==> config.mk <==
export PLATFORM = sky130hd
export DESIGN_NAME = rgb_status_led
export DESIGN_NICKNAME = d
export VERILOG_FILES = /design/src/rtl/rgb_status_led.sv
export SDC_FILE = /design/constraint.sdc
export NUM_CORES = 1
export LEC_CHECK = 0
export BUFFER_PORTS_ARGS = -buffer_cell sky130_fd_sc_hd__clkbuf_2
export CORE_UTILIZATION = 61
export CTS_CLUSTER_DIAMETER = 80
export DETAILED_ROUTE_END_ITERATION = 8
export GPL_TIMING_DRIVEN = 0
export PLACE_DENSITY = 0.83
export SETUP_SLACK_MARGIN = 0.2
export SYNTH_ARGS = -nofsm -noshare
export SYNTH_HDL_FRONTEND = slang
export SYNTH_SLANG_ARGS = --single-unit
==> constraint.sdc <==
create_clock -name clk -period 3 [get_ports clk]
set_input_delay 0.6 -clock clk [delete_from_list [all_inputs] [get_ports clk]]
set_output_delay 0.6 -clock clk [all_outputs]
set_load 0.01 [all_outputs]
==> src/rtl/rgb_status_led.sv <==
// rgb_status_led: boot/idle/active/fault status indicator that drives a common-anode RGB LED.
// All three LED pins are active-low and PWM-dimmed.
// Optional build macro LED_STATUS_GAMMA_EN: squares each duty value (gamma correction) and
// adds one pipeline stage, so the pin latency grows from 1 clk to 2 clk.
module rgb_status_led #(
    parameter int unsigned PWM_BITS      = 8,
    parameter int unsigned TICK_DIV      = 12000,
    parameter int unsigned STRETCH_TICKS = 50,
    parameter int unsigned BLINK_TICKS   = 250
) (
    input  logic                clk,
    input  logic                rst,
    input  logic                step_pulse,
    input  logic                error_set,
    input  logic                error_clr,
    input  logic [PWM_BITS-1:0] idle_brightness,
    output logic                led_red,
    output logic                led_green,
    output logic                led_blue,
    output logic [1:0]          state_o
);

    localparam int unsigned DivW     = $clog2(TICK_DIV);
    localparam int unsigned StretchW = $clog2(STRETCH_TICKS + 1);
    localparam int unsigned BlinkW   = $clog2(BLINK_TICKS + 1);

    typedef enum logic [1:0] {StBoot = 2'd0, StIdle = 2'd1, StActive = 2'd2, StFault = 2'd3}
        state_e;

    state_e              state_q, state_d;
    logic [DivW-1:0]     div_cnt_q;
    logic [PWM_BITS-1:0] pwm_cnt_q;
    logic [PWM_BITS-1:0] boot_cnt_q, boot_cnt_d;
    logic [StretchW-1:0] stretch_cnt_q, stretch_cnt_d;
    logic [BlinkW-1:0]   blink_cnt_q, blink_cnt_d;
    logic                blink_phase_q, blink_phase_d;
    logic                tick;
    logic [PWM_BITS-1:0] duty_r, duty_g, duty_b;
    logic [PWM_BITS-1:0] eff_r, eff_g, eff_b;

    assign tick    = (div_cnt_q == DivW'(TICK_DIV - 1));
    assign state_o = state_q;

    // Free-running tick divider and PWM ramp.
    always_ff @(posedge clk or posedge rst) begin
        if (rst) begin
            div_cnt_q <= '0;
            pwm_cnt_q <= '0;
        end else begin
            div_cnt_q <= tick ? '0 : div_cnt_q + 1'b1;
            pwm_cnt_q <= pwm_cnt_q + 1'b1;
        end
    end

    // FSM and indication counters.
    always_ff @(posedge clk or posedge rst) begin
        if (rst) begin
            state_q       <= StBoot;
            boot_cnt_q    <= '0;
            stretch_cnt_q <= '0;
            blink_cnt_q   <= '0;
            blink_phase_q <= 1'b0;
        end else begin
            state_q       <= state_d;
            boot_cnt_q    <= boot_cnt_d;
            stretch_cnt_q <= stretch_cnt_d;
            blink_cnt_q   <= blink_cnt_d;
            blink_phase_q <= blink_phase_d;
        end
    end

    // Next state: error_set > error_clr > step_pulse > tick-driven transitions.
    always_comb begin
        state_d       = state_q;
        boot_cnt_d    = boot_cnt_q;
        stretch_cnt_d = stretch_cnt_q;
        blink_cnt_d   = blink_cnt_q;
        blink_phase_d = blink_phase_q;
        if (error_set) begin
            // Re-asserting while already in FAULT restarts the blink.
            state_d       = StFault;
            blink_phase_d = 1'b1;
            blink_cnt_d   = '0;
        end else if (error_clr && state_q == StFault) begin
            state_d = StIdle;
        end else begin
            unique case (state_q)
                StBoot: begin
                    if (tick) begin
                        boot_cnt_d = boot_cnt_q + 1'b1;
                        if (boot_cnt_q == '1) state_d = StIdle;
                    end
                end
                StIdle: begin
                    if (step_pulse) begin
                        state_d       = StActive;
                        stretch_cnt_d = StretchW'(STRETCH_TICKS);
                    end
                end
                StActive: begin
                    if (step_pulse) begin
                        stretch_cnt_d = StretchW'(STRETCH_TICKS);
                    end else if (tick) begin
                        if (stretch_cnt_q <= StretchW'(1)) begin
                            stretch_cnt_d = '0;
                            state_d       = StIdle;
                        end else begin
                            stretch_cnt_d = stretch_cnt_q - 1'b1;
                        end
                    end
                end
                StFault: begin
                    if (tick) begin
                        if (blink_cnt_q == BlinkW'(BLINK_TICKS - 1)) begin
                            blink_cnt_d   = '0;
                            blink_phase_d = ~blink_phase_q;
                        end else begin
                            blink_cnt_d = blink_cnt_q + 1'b1;
                        end
                    end
                end
                default: state_d = StBoot;
            endcase
        end
    end

    // Per-state channel duty selection.
    always_comb begin
        duty_r = '0;
        duty_g = '0;
        duty_b = '0;
        unique case (state_q)
            StBoot:   duty_b = boot_cnt_q;
            StIdle:   duty_g = idle_brightness;
            StActive: duty_b = '1;
            StFault:  duty_r = blink_phase_q ? '1 : '0;
            default:  duty_b = '0;
        endcase
    end

`ifdef LED_STATUS_GAMMA_EN
    // Square-law curve; full scale is pinned so "max" stays max.
    function automatic logic [PWM_BITS-1:0] gamma(input logic [PWM_BITS-1:0] d);
        logic [2*PWM_BITS-1:0] prod;
        prod = {{PWM_BITS{1'b0}}, d} * {{PWM_BITS{1'b0}}, d};
        if (d == '1) return '1;
        return prod[2*PWM_BITS-1:PWM_BITS];
    endfunction

    // Pipeline register on the corrected duty.
    always_ff @(posedge clk or posedge rst) begin
        if (rst) begin
            eff_r <= '0;
            eff_g <= '0;
            eff_b <= '0;
        end else begin
            eff_r <= gamma(duty_r);
            eff_g <= gamma(duty_g);
            eff_b <= gamma(duty_b);
        end
    end
`else
    assign eff_r = duty_r;
    assign eff_g = duty_g;
    assign eff_b = duty_b;
`endif

    // Registered PWM compare; pins are active-low.
    always_ff @(posedge clk or posedge rst) begin
        if (rst) begin
            led_red   <= 1'b1;
            led_green <= 1'b1;
            led_blue  <= 1'b1;
        end else begin
            led_red   <= !(pwm_cnt_q < eff_r);
            led_green <= !(pwm_cnt_q < eff_g);
            led_blue  <= !(pwm_cnt_q < eff_b);
        end
    end

endmodule

== Yosys cells after proc, flatten, opt, wreduce, memory -nomap -nowiden ==
Index checks and enable logic that the tools add are counted.
Word-level totals
  word-level logic and storage cells: 81
  bits in registers: 50
  input bits: 13
Cells by class
  reduce and logical (&&, ||, !) cells: 15
  equal/unequal tests: 15
  bitwise operators: 3
  magnitude comparators: 4
  mux-type cells: 29
  add/sub/neg operators: 5
Operator list (number)
  two-way mux 8 bit: 8
  adder 8 x 1 -> 8 bit, second input constant: 3
  < comparator 8 bit: 3
  two-way mux 6 bit: 4
  != test 4 bit, second input constant: 6
  == test 8 bit, second input constant: 2
  two-way mux 2 bit: 8
  case mux 8 bit (2 select lines): 1
  adder 14 x 1 -> 14 bit, second input constant: 1
  == test 14 bit, second input constant: 1
  two-way mux 14 bit: 1
  case mux 6 bit (2 select lines): 1
  AND reduction 4 bit: 2
  nonzero test 2 bit: 4
  AND reduction 7 bit: 1
  less-or-equal comparator 6 x 1 -> 1 bit, second input constant: 1
  case mux 2 bit (3 select lines): 1
  subtractor 6 x 1 -> 6 bit, second input constant: 1
  two-way mux 1 bit: 5
  AND reduction 5 bit: 1
  nonzero test 5 bit: 1
  == test 2 bit, second input constant: 2
  != test 2 bit, second input constant: 2
  logical NOT 1 bit: 3
  other kinds (6): 8

== Longest topological paths before layout ==
Gate-level depths: netlist (run 1).
  word-level depth: 7
  depth in mapped cells: 10
  mapped depth without buffers: 8

== Least setup slack after synthesis (run 1) ==
OpenSTA, ideal clock, no wires.
  path kind: register to register
  from: reg state_q[0], in the netlist state_o[0]
  to: reg led_green
  cell stages (with the launch flop): 11
  data arrival time: 2.186 ns
  slack: 0.724 ns
  library setup time: 0.090 ns
  cell sequence: dfrtp_1 -> clkbuf_1 -> nor2b_1 -> clkbuf_1 -> nand2_1 -> ha_1 -> nand2_1 -> a31oi_1 -> a211o_1 -> a2111oi_0 -> o21ai_1
Between the ends
  word-level cells in the longest chain between the ends: 4
Ends and longest elaborated chain
  start, declared: RTL line 30  | state_e state_q, state_d;
  start signal, assigned: RTL line 58  | state_q <= StBoot;
  start signal, assigned: RTL line 64  | state_q <= state_d;
  == test 2 x 1 -> 1 bit: RTL line 132  | unique case (state_q)
  two-way mux 8 bit: RTL line 132
  < comparator 8 bit: RTL line 176  | led_green <= !(pwm_cnt_q < eff_g);
  logical NOT 1 bit: RTL line 176
  end signal, assigned: RTL line 176
  end, declared: RTL line 18  | output logic led_green,
Every way passes these cells.
A chain may end at the register's enable or synchronous reset.

== Worst setup path after layout (run 1) ==
Same ends and word-level chain as after synthesis.

==> results.json, run 1 <==
{
  "period_minus_slack_ns": 2.48,
  "drv_slew": 0,
  "layout.nets": 378,
  "synth.distinct_cells": 44,
  "grt_antenna_before_repair": 0,
  "pwr_density_cell_mw_per_mm2": 453,
  "synthTopCellsByArea": "dfrtp_1 40%, ha_1 12%, nand2_1 4.7%, xor2_1 3.9%, a21oi_1 3.6%",
  "insertedDiodeCount": 0,
  "max_slew.worst_pin.slew_ns": 1.26,
  "ys_seq_area_frac": 0.425,
  "vias_per_cell": 5.95,
  "dr.pass1.iters": 4,
  "synth_seq_cells": 50,
  "syn_avg_cell_area_um2": 9.46,
  "grt-ovfl-total": 0,
  "endpoint_kind": "flop",
  "start_util": 0.656,
  "min_path_type": "in2async",
  "syn_nets": 353,
  "maxCapViolations": 0,
  "synth_ff_type": "dfrtp_1",
  "clock_latency_ns": 0.30,
  "final_common_cell": "dfrtp_1",
  "drt_iter0_markers": 131,
  "synth_warnings": 0,
  "multi_input_area_mm2": 0.00163,
  "die_area_mm2": 0.00512,
  "vias": 2321,
  "critPathKind": "reg2reg",
  "die-height_um": 71.6,
  "cp.required_ns": 3.22,
  "cts.sinks": 50,
  "setup_viol": 0,
  "routedWlPerCell_um": 14.6,
  "die_x_um": 71.6,
  "fin_tns_setup_ns": 0,
  "first_global_vias": 2152,
  "worstPathArrival_ns": 2.71,
  "grt_setup_unrepaired": "no",
  "holdWs_ns": 0.326,
  "fmax_ghz": 0.403,
  "path_max_fanout": 10,
  "clk_pin_slew_ns": 0.09,
  "cts_root_buffer": "clkbuf_8",
  "run_status": "finished clean",
  "grt_pass1_wl_um": 9920,
  "drive_above_1_share": 0.118,
  "final.setup_skew_ns": 0.00686,
  "maxSlewHeadroom": 0.154,
  "syn_area_mm2": 0.00295,
  "max-vdd-ir-drop_mv": 0.356,
  "grt_max_degree": 27,
  "fillerInstances": 346,
  "area_growth_syn_to_layout_pct": 9.49,
  "hold_violations": 0,
  "coreArea_mm2": 0.00450,
  "seq_area_mm2": 0.00125,
  "cts_tree": "yes",
  "dpl-instance-area_mm2": 0.00312,
  "synth-edff-count": 0,
  "grtUsageTotal": 0.247,
  "startpoint_type": "flop",
  "drc": 0,
  "dp.final_hpwl_um": 4180,
  "power_leakage_nw": 1.45,
  "drtAntennaViolNets": 0,
  "fin_area_mm2": 0.00323,
  "port-buffer-count": 17,
  "final_cell_mix": "47 x dfrtp_1, 37 x nand2_1, 28 x ha_1",
  "routabilityCongestion": 0.818,
  "ioPinCount": 18,
  "synth_cells": 312,
  "ys_async_sr_fraction": 1.00,
  "yosysTopAreaCellShare": 0.398,
  "rows": 24,
  "htreeDepth": 2,
  "yosysTopAreaCell": "dfrtp_1",
  "cts_buffers": 5,
  "cts.path.max_buffers": 2,
  "min_period_over_period": 0.828,
  "wl_um": 5700
}
per-layer routing:
metal / track usage / vias to the layer above / wire (um)
met5: 0 / - / 0
met1: 0.377 / 1100 / 2930
met3: 0.0478 / 7 / 209
met4: 0.0566 / 0 / 43
met2: 0.368 / 38 / 2520
li1: - / 1176 / -
worst max-delay path, stage by stage (launching register included):
cell and delay, ns:
dfrtp_1 0.39, clkbuf_2 0.23, nor2b_1 0.15, clkbuf_1 0.30
nand2_1 0.10, ha_1 0.30, nand2_1 0.06, a31oi_1 0.04
a211o_1 0.29, a2111oi_0 0.42, o21ai_1 0.12
where the power goes:
group,internal [mW],switching (mW),leakage [nW]
logic,0.111,0.160,0.763
registers,0.707,0.0182,0.631
clock network,0.246,0.222,0.0579
total,1.06,0.401,1.45
cell type report:
type,count,share of cell area
Buffer,7,0.00851
Timing Repair Buffer,18,0.0325
Sequential cell,50,0.388
Inverter,10,0.0116
Tap cell,52,0.0201
Multi-Input combinational cell,245,0.505
Clock inverter,3,0.0124
Clock buffer,5,0.0213
metrics by stage:
step | util | std cells | total power [mW] | setup WS, ns
floorplan | - | 312 | 0.924 | 0.724
global route | 0.718 | 390 | 1.54 | 0.315
detailed placement | 0.693 | 382 | 1.00 | 0.401
CTS | 0.718 | 390 | 1.48 | 0.374
global placement | 0.689 | 381 | 0.988 | 0.485
finish | 0.718 | 390 | 1.46 | 0.517
cell usage after synthesis, drive strengths merged (4+ instances only):
master and number:
clkbuf 7, nor2b 6, nor3 11, nand3 18, nor2 19, a21oi 21
nand4 5, dfrtp 47, o21ai 20, inv 10, and3 4, ha 28
or3 7, o211ai 5, o21bai 7, nand2 37, xor2 13, xnor2 10
cell families (layout without fill, tap and decap cells):
logic type,after synthesis,count (layout),synth area share
and+or+nand+nor,124,124,0.218
AOI/OAI and AO/OA,70,70,0.149
DFF,50,50,0.425
adders and majority gates,28,28,0.119
xor gates and xnor gates,23,23,0.0682
buffers and inverters,17,43,0.0216
final timing paths:
check / slack (ns) / endpoint / depth (start not counted) / start
min in group clk: 0.49 / boot_cnt_q[5] / 1 / boot_cnt_q[5]
max: 0.52 / led_green / 10 / state_o[0]
max reg2reg: 0.52 / led_green / 10 / state_o[0]
min reg2reg: 0.49 / boot_cnt_q[5] / 1 / boot_cnt_q[5]
min: 0.33 / blink_cnt_q[2] / 2 / rst
max in group asynchronous: 2.07 / led_green / 3 / rst
sequential cells by signal, summed over array words and instances (netlist names), 2 cells and up:
register and count:
state_o 2, blink_cnt_q 8, div_cnt_q 14, stretch_cnt_q 6, pwm_cnt_q 8, boot_cnt_q 8
what timing repair did:
item | CTS | global route
setup endpoints to repair | 0 | 1
setup buffers | 0 | 0
hold buffers | 0 | 0
resized for setup | 0 | 2
endpoints found under the hold margin | 0 | 0
Power figures use the tool's default switching activity.
==> run 2: changes to the inputs <==
clock period = 2.5 ns   (was 3 ns; I/O delays follow)
==> run 2 against run 1 <==
Against the previous run: non-clock buffer count grew 6; total power grew 20%; sequential cell count is the same; hold slack lost 0.10 ns; maximum frequency grew 7.9%; first-iteration DRC count shrank 12%; die area is the same; sequential share of layout area shrank 0.87 points; critical path depth is the same; clock skew shrank 0.0028 ns.
==> results.json, run 2 (synthesized netlist as in run 1, its figures left out) <==
{
  "run_status": "finished clean",
  "coreArea_mm2": 0.00450,
  "cp.required_ns": 2.72,
  "grt_pass1_wl_um": 10100,
  "max_slew.worst_pin.slew_ns": 0.781,
  "path_max_fanout": 10,
  "die_area_mm2": 0.00512,
  "clock_latency_ns": 0.30,
  "netSwitchingFraction": 0.273,
  "p_clk_frac": 0.319,
  "cts_root_buffer": "clkbuf_8",
  "switchingPower_mw": 0.481,
  "worst_slack_ns": 0.200,
  "holdBufCountCts": 0,
  "routedWlPerCell_um": 14.6,
  "start_util": 0.656,
  "largest_reg_flops": 14,
  "drt_iter0_markers": 115,
  "p_seq_frac": 0.494,
  "grt-ovfl-total": 0,
  "first_global_vias": 2210,
  "holdWs_ns": 0.223,
  "area_growth_syn_to_layout_pct": 12.0,
  "wl_um": 5790,
  "clk_pin_slew_ns": 0.09,
  "p_int_mw": 1.28,
  "die-height_um": 71.6,
  "vias_per_cell": 6.00,
  "rows": 24,
  "layout.nets": 384,
  "dpl-instance-area_mm2": 0.00312,
  "setup_viol": 0,
  "cts.sinks": 50,
  "fin_cells": 396,
  "cts_tree": "yes",
  "final_cell_mix": "47 x dfrtp_1, 36 x nand2_1, 27 x ha_1",
  "drtAntennaViolNets": 0,
  "grtUsageTotal": 0.252,
  "max-vdd-ir-drop_mv": 0.422,
  "hold_violations": 0,
  "endpoint_kind": "flop",
  "min_path_type": "in2async",
  "worstPathArrival_ns": 2.52,
  "vias": 2377,
  "insertedDiodeCount": 0,
  "top_register": "div_cnt_q",
  "startpoint_type": "flop",
  "fin_area_mm2": 0.00331,
  "cts.path.max_buffers": 2,
  "combPwrFrac": 0.187,
  "final_common_cell": "dfrtp_1",
  "drc": 0,
  "final.setup_skew_ns": 0.00407,
  "dp.final_hpwl_um": 4180,
  "maxSlewHeadroom": 0.475,
  "htreeDepth": 2,
  "grt_antenna_before_repair": 0,
  "fmax_ghz": 0.435,
  "power_leakage_nw": 1.49,
  "min_period_over_period": 0.920,
  "period_minus_slack_ns": 2.30,
  "pwr_density_cell_mw_per_mm2": 532,
  "dr.pass1.iters": 4,
  "die_x_um": 71.6,
  "critPathKind": "reg2reg",
  "port-buffer-count": 17,
  "ioPinCount": 18,
  "grt_setup_unrepaired": "yes",
  "drive_above_1_share": 0.157,
  "routabilityCongestion": 0.818,
  "dpl.cell_count": 382,
  "maxCapViolations": 0,
  "cts_buffers": 5,
  "drv_slew": 0,
  "place_ws_ns": -0.0994,
  "finalPower_mw": 1.76,
  "grt_max_degree": 27
}
run 2: repair_timing:
action | 4_1_cts | 5_1_grt
cloned | 0 | 0
gates resized for setup | 5 | 9
setup endpoints to repair | 8 | 13
pin swaps | 3 | 2
buffers inserted | 3 | 3
run 2: layout make-up:
type	count	area [um2]
clock inverters	3	40.0
inverters	10	37.5
clock buffers	5	68.8
fillers	327	1200
well taps	52	65.1
plain buffers	7	32.5
repair buffers	24	150
flip-flops and latches	50	1250
multi-input cells	245	1660
run 2: worst max-delay path, cell delays in order, from the launching register on:
cell       delay (ns)
dfrtp_1          0.39
buf_2            0.21
nor2b_1          0.15
clkbuf_2         0.21
nand2_1          0.08
ha_1             0.29
nand2_1          0.06
a31oi_1          0.04
a211o_1          0.28
a2111oi_1        0.40
o21ai_1          0.12
run 2: layer usage:
layer / wire length (um) / global-route usage / share of wire
met2: 2650 / 0.377 / 0.46
met1: 2920 / 0.378 / 0.50
met3: 173 / 0.0534 / 0.030
met4: 48 / 0.0610 / 0.0083
met5: 0 / 0 / 0
run 2: worst paths after layout:
kind                                     from             end  slack (ns)  cells past startpoint
worst max-delay path               state_o[0]       led_green        0.20                     10
worst min-delay path                      rst  blink_cnt_q[2]        0.22                      2
worst max register to register     state_o[0]       led_green        0.20                     10
worst min register to register  boot_cnt_q[5]   boot_cnt_q[5]        0.49                      1
max in group asynchronous                 rst       led_green        1.67                      3
min in group clk                boot_cnt_q[5]   boot_cnt_q[5]        0.49                      1
run 2: metrics by stage:
step / TNS (ns) / utilization
2_1_floorplan: 0 / -
3_3_place_gp: -0.0151 / 0.689
3_5_place_dp: -0.0994 / 0.693
4_1_cts: 0 / 0.726
5_1_grt: 0 / 0.734
6_report: 0 / 0.734
run 2: power groups by stage:
stage | sequential, mW | combinational, mW | clock [mW]
after global placement | 0.884 | 0.302 | 0
final | 0.870 | 0.329 | 0.560
after detailed placement | 0.885 | 0.321 | 0
after floorplan | 0.893 | 0.216 | 0
after global routing | 0.873 | 0.378 | 0.600
after CTS | 0.869 | 0.329 | 0.577
==> run 3: changes to the inputs <==
ABC_AREA = 1   (was default)
MAX_ROUTING_LAYER = met4   (was default)
==> run 3 against run 2 <==
Against the previous run: design area grew 6.8%; combinational power grew to 2.6 times the previous value; synthesized cell count grew 31%; clock skew grew 0.0067 ns; sequential power grew 15%; clock power grew 25%; sequential cell count is the same; cell count grew 27%; global-route usage grew 0.62 points; area after synthesis grew 8.4%; routed wire length grew 7.7%; largest power group unchanged.
==> results.json, run 3 <==
{
  "grt_setup_unrepaired": "no",
  "final_cell_mix": "99 x nand2_1, 47 x inv_1, 47 x dfrtp_1",
  "fin_area_mm2": 0.00353,
  "dpl.cell_count": 496,
  "synth_cells": 409,
  "area_growth_syn_to_layout_pct": 10.3,
  "final_common_cell": "nand2_1",
  "ys_top_cells_by_count": "99 x nand2_1, 48 x inv_1, 47 x dfrtp_1, 40 x nor2_1, 28 x ha_1",
  "maxSlewHeadroom": 0.653,
  "synth_seq_cells": 50,
  "fmax_ghz": 0.524,
  "min_period_over_period": 0.764,
  "yosysMostFrequentCell": "nand2_1",
  "cts_setup_buffers": 0,
  "ioPinCount": 18,
  "fin_cells": 504,
  "rows": 26,
  "worstPathArrival_ns": 2.16,
  "drc": 0,
  "max_slew.worst_pin.slew_ns": 0.518,
  "cp_common_cell": "nand2_1",
  "synthMuxAreaShare": 0,
  "yosysTopAreaCellShare": 0.367,
  "cts.sinks": 50,
  "vias": 2706,
  "cts_buffers": 5,
  "grt_pass1_wl_um": 10700,
  "cts_root_buffer": "clkbuf_8",
  "synth_warnings": 0,
  "critPathKind": "reg2reg",
  "coreArea_mm2": 0.00507,
  "drive_above_1_share": 0.108,
  "vias_per_cell": 5.37,
  "drtAntennaViolNets": 0,
  "layout.nets": 474,
  "clock_latency_ns": 0.31,
  "dp.final_hpwl_um": 4770,
  "power_leakage_nw": 1.81,
  "hold_violations": 0,
  "port-buffer-count": 16,
  "startpoint_type": "flop",
  "die_area_mm2": 0.00554,
  "synth_top_family_by_area": "simple AND/OR/NAND/NOR gates",
  "die_x_um": 74.5,
  "wl_um": 6230,
  "ys_seq_area_frac": 0.392,
  "maxCapViolations": 0,
  "synth_compound_gate_area_share": 0.0903,
  "drv_slew": 0,
  "run_status": "finished clean",
  "pwr_density_cell_mw_per_mm2": 730,
  "yosysTopAreaCell": "dfrtp_1",
  "cts_resized": 0,
  "dpl-instance-area_mm2": 0.00339,
  "max_stage_delay_ns": 0.50,
  "finalPower_mw": 2.58,
  "grt_max_degree": 36,
  "grt-ovfl-total": 0,
  "first_global_vias": 2565,
  "path_cells": "nand2_1 -> clkinv_1 -> nand2_1 -> ha_1 -> o21a_1 -> o211ai_1 -> nand2_1 -> nand2_1 -> nand2_1",
  "setup_viol": 0,
  "crit_family": "simple AND/OR/NAND/NOR gates",
  "drt_iter0_markers": 71,
  "synthTopCellsByArea": "dfrtp_1 37%, nand2_1 12%, ha_1 11%, inv_1 5.6%, xor2_1 4.9%",
  "cp_slowest_cell": "dfrtp_1",
  "max-vdd-ir-drop_mv": 0.474,
  "min_path_type": "in2async",
  "insertedDiodeCount": 0,
  "clk_pin_slew_ns": 0.10,
  "endpoint_kind": "flop",
  "die-height_um": 74.5,
  "path_buf_inv": 1,
  "final.setup_skew_ns": 0.0108,
  "synth_ff_type": "dfrtp_1",
  "ys_async_sr_fraction": 1.00,
  "fin_tns_setup_ns": 0,
  "path_max_fanout": 9,
  "cts.path.max_buffers": 2,
  "synth.distinct_cells": 31,
  "grt_antenna_before_repair": 0,
  "routedWlPerCell_um": 12.4,
  "synthSimpleGateAreaFrac": 0.274,
  "largest_reg_flops": 14,
  "holdBufCountCts": 0,
  "top_register": "div_cnt_q",
  "period_minus_slack_ns": 1.91,
  "syn_area_mm2": 0.00320,
  "routabilityCongestion": 0.903,
  "start_util": 0.631,
  "synthXorXnorAreaFrac": 0.0684,
  "synth-edff-count": 0,
  "synth_fa_ha_area_frac": 0.109,
  "syn_nets": 450,
  "cp.required_ns": 2.75,
  "htreeDepth": 2,
  "syn_avg_cell_area_um2": 7.83,
  "grtUsageTotal": 0.258,
  "cts_tree": "yes",
  "dr.pass1.iters": 4
}
==> run 3: cell count changes in the layout (fill, tap and decap cells not counted), moves of 7 or more <==
cell      delta
nand2_1     +63
nor2_1      +21
o21bai_1     -7
nand3_1      +9
or3_1        -7
inv_1       +38
o21ai_1     -10
o21ai_0     +14
==> run 3: cell families (layout without fill, tap and decap cells) <==
family | Yosys count | count (layout)
and+or+nand+nor | 198 | 198
AOI/OAI and AO/OA | 52 | 52
DFF | 50 | 50
xor gates and xnor gates | 25 | 25
buffers and inverters | 56 | 81
adders and majority gates | 28 | 28
==> run 3: worst reg2reg max path, stage by stage (launching register included) <==
cell      delay [ns]
dfrtp_1         0.50
nand2_1         0.24
clkinv_1        0.29
nand2_1         0.14
ha_1            0.23
o21a_1          0.11
o211ai_1        0.15
nand2_1         0.09
nand2_1         0.07
nand2_1         0.04
==> run 3: per-layer routing <==
metal	GRT usage	vias to the layer above	share of wire
li1	-	1374	-
met3	0.0407	18	0.027
met1	0.286	1255	0.45
met4	0.0776	0	0.023
met5	-	-	0
met2	0.471	59	0.50
==> run 3: final cells by class <==
| type | instances | area, um2 |
|---|---|---|
| Buffer | 3 | 12.5 |
| Clock buffer | 6 | 82.6 |
| Clock inverter | 2 | 60.1 |
| Fill cell | 436 | 1540 |
| Inverter | 53 | 200 |
| Multi-Input combinational cell | 303 | 1730 |
| Sequential cell | 50 | 1250 |
| Tap cell | 70 | 87.6 |
| Timing Repair Buffer | 17 | 100 |
==> run 3: report_power, final <==
group | total [mW] | internal, mW | switching [mW]
logic | 0.871 | 0.331 | 0.541
registers | 1.00 | 0.914 | 0.0907
clock network | 0.702 | 0.427 | 0.275
total | 2.58 | 1.67 | 0.906
==> run 3: through the flow <==
| stage | setup slack [ns] | utilization | hold slack, ns |
|---|---|---|---|
| floorplan | 0.804 | - | 0.432 |
| global placement | 0.182 | 0.664 | 0.449 |
| detailed placement | 0.644 | 0.668 | 0.477 |
| CTS | 0.621 | 0.696 | 0.138 |
| global route | 0.409 | 0.696 | 0.157 |
| finish | 0.591 | 0.696 | 0.132 |
==> run 3: worst paths after layout <==
path	start	end	slack (ns)	cells after the start
worst max-delay path	state_o[0]	led_green	0.59	9
worst min-delay path	rst	blink_cnt_q[4]	0.13	2
worst max register to register	state_o[0]	led_green	0.59	9
worst min register to register	div_cnt_q[0]	div_cnt_q[0]	0.49	1
max in group asynchronous	rst	led_red	1.82	3
min in group clk	div_cnt_q[0]	div_cnt_q[0]	0.49	1
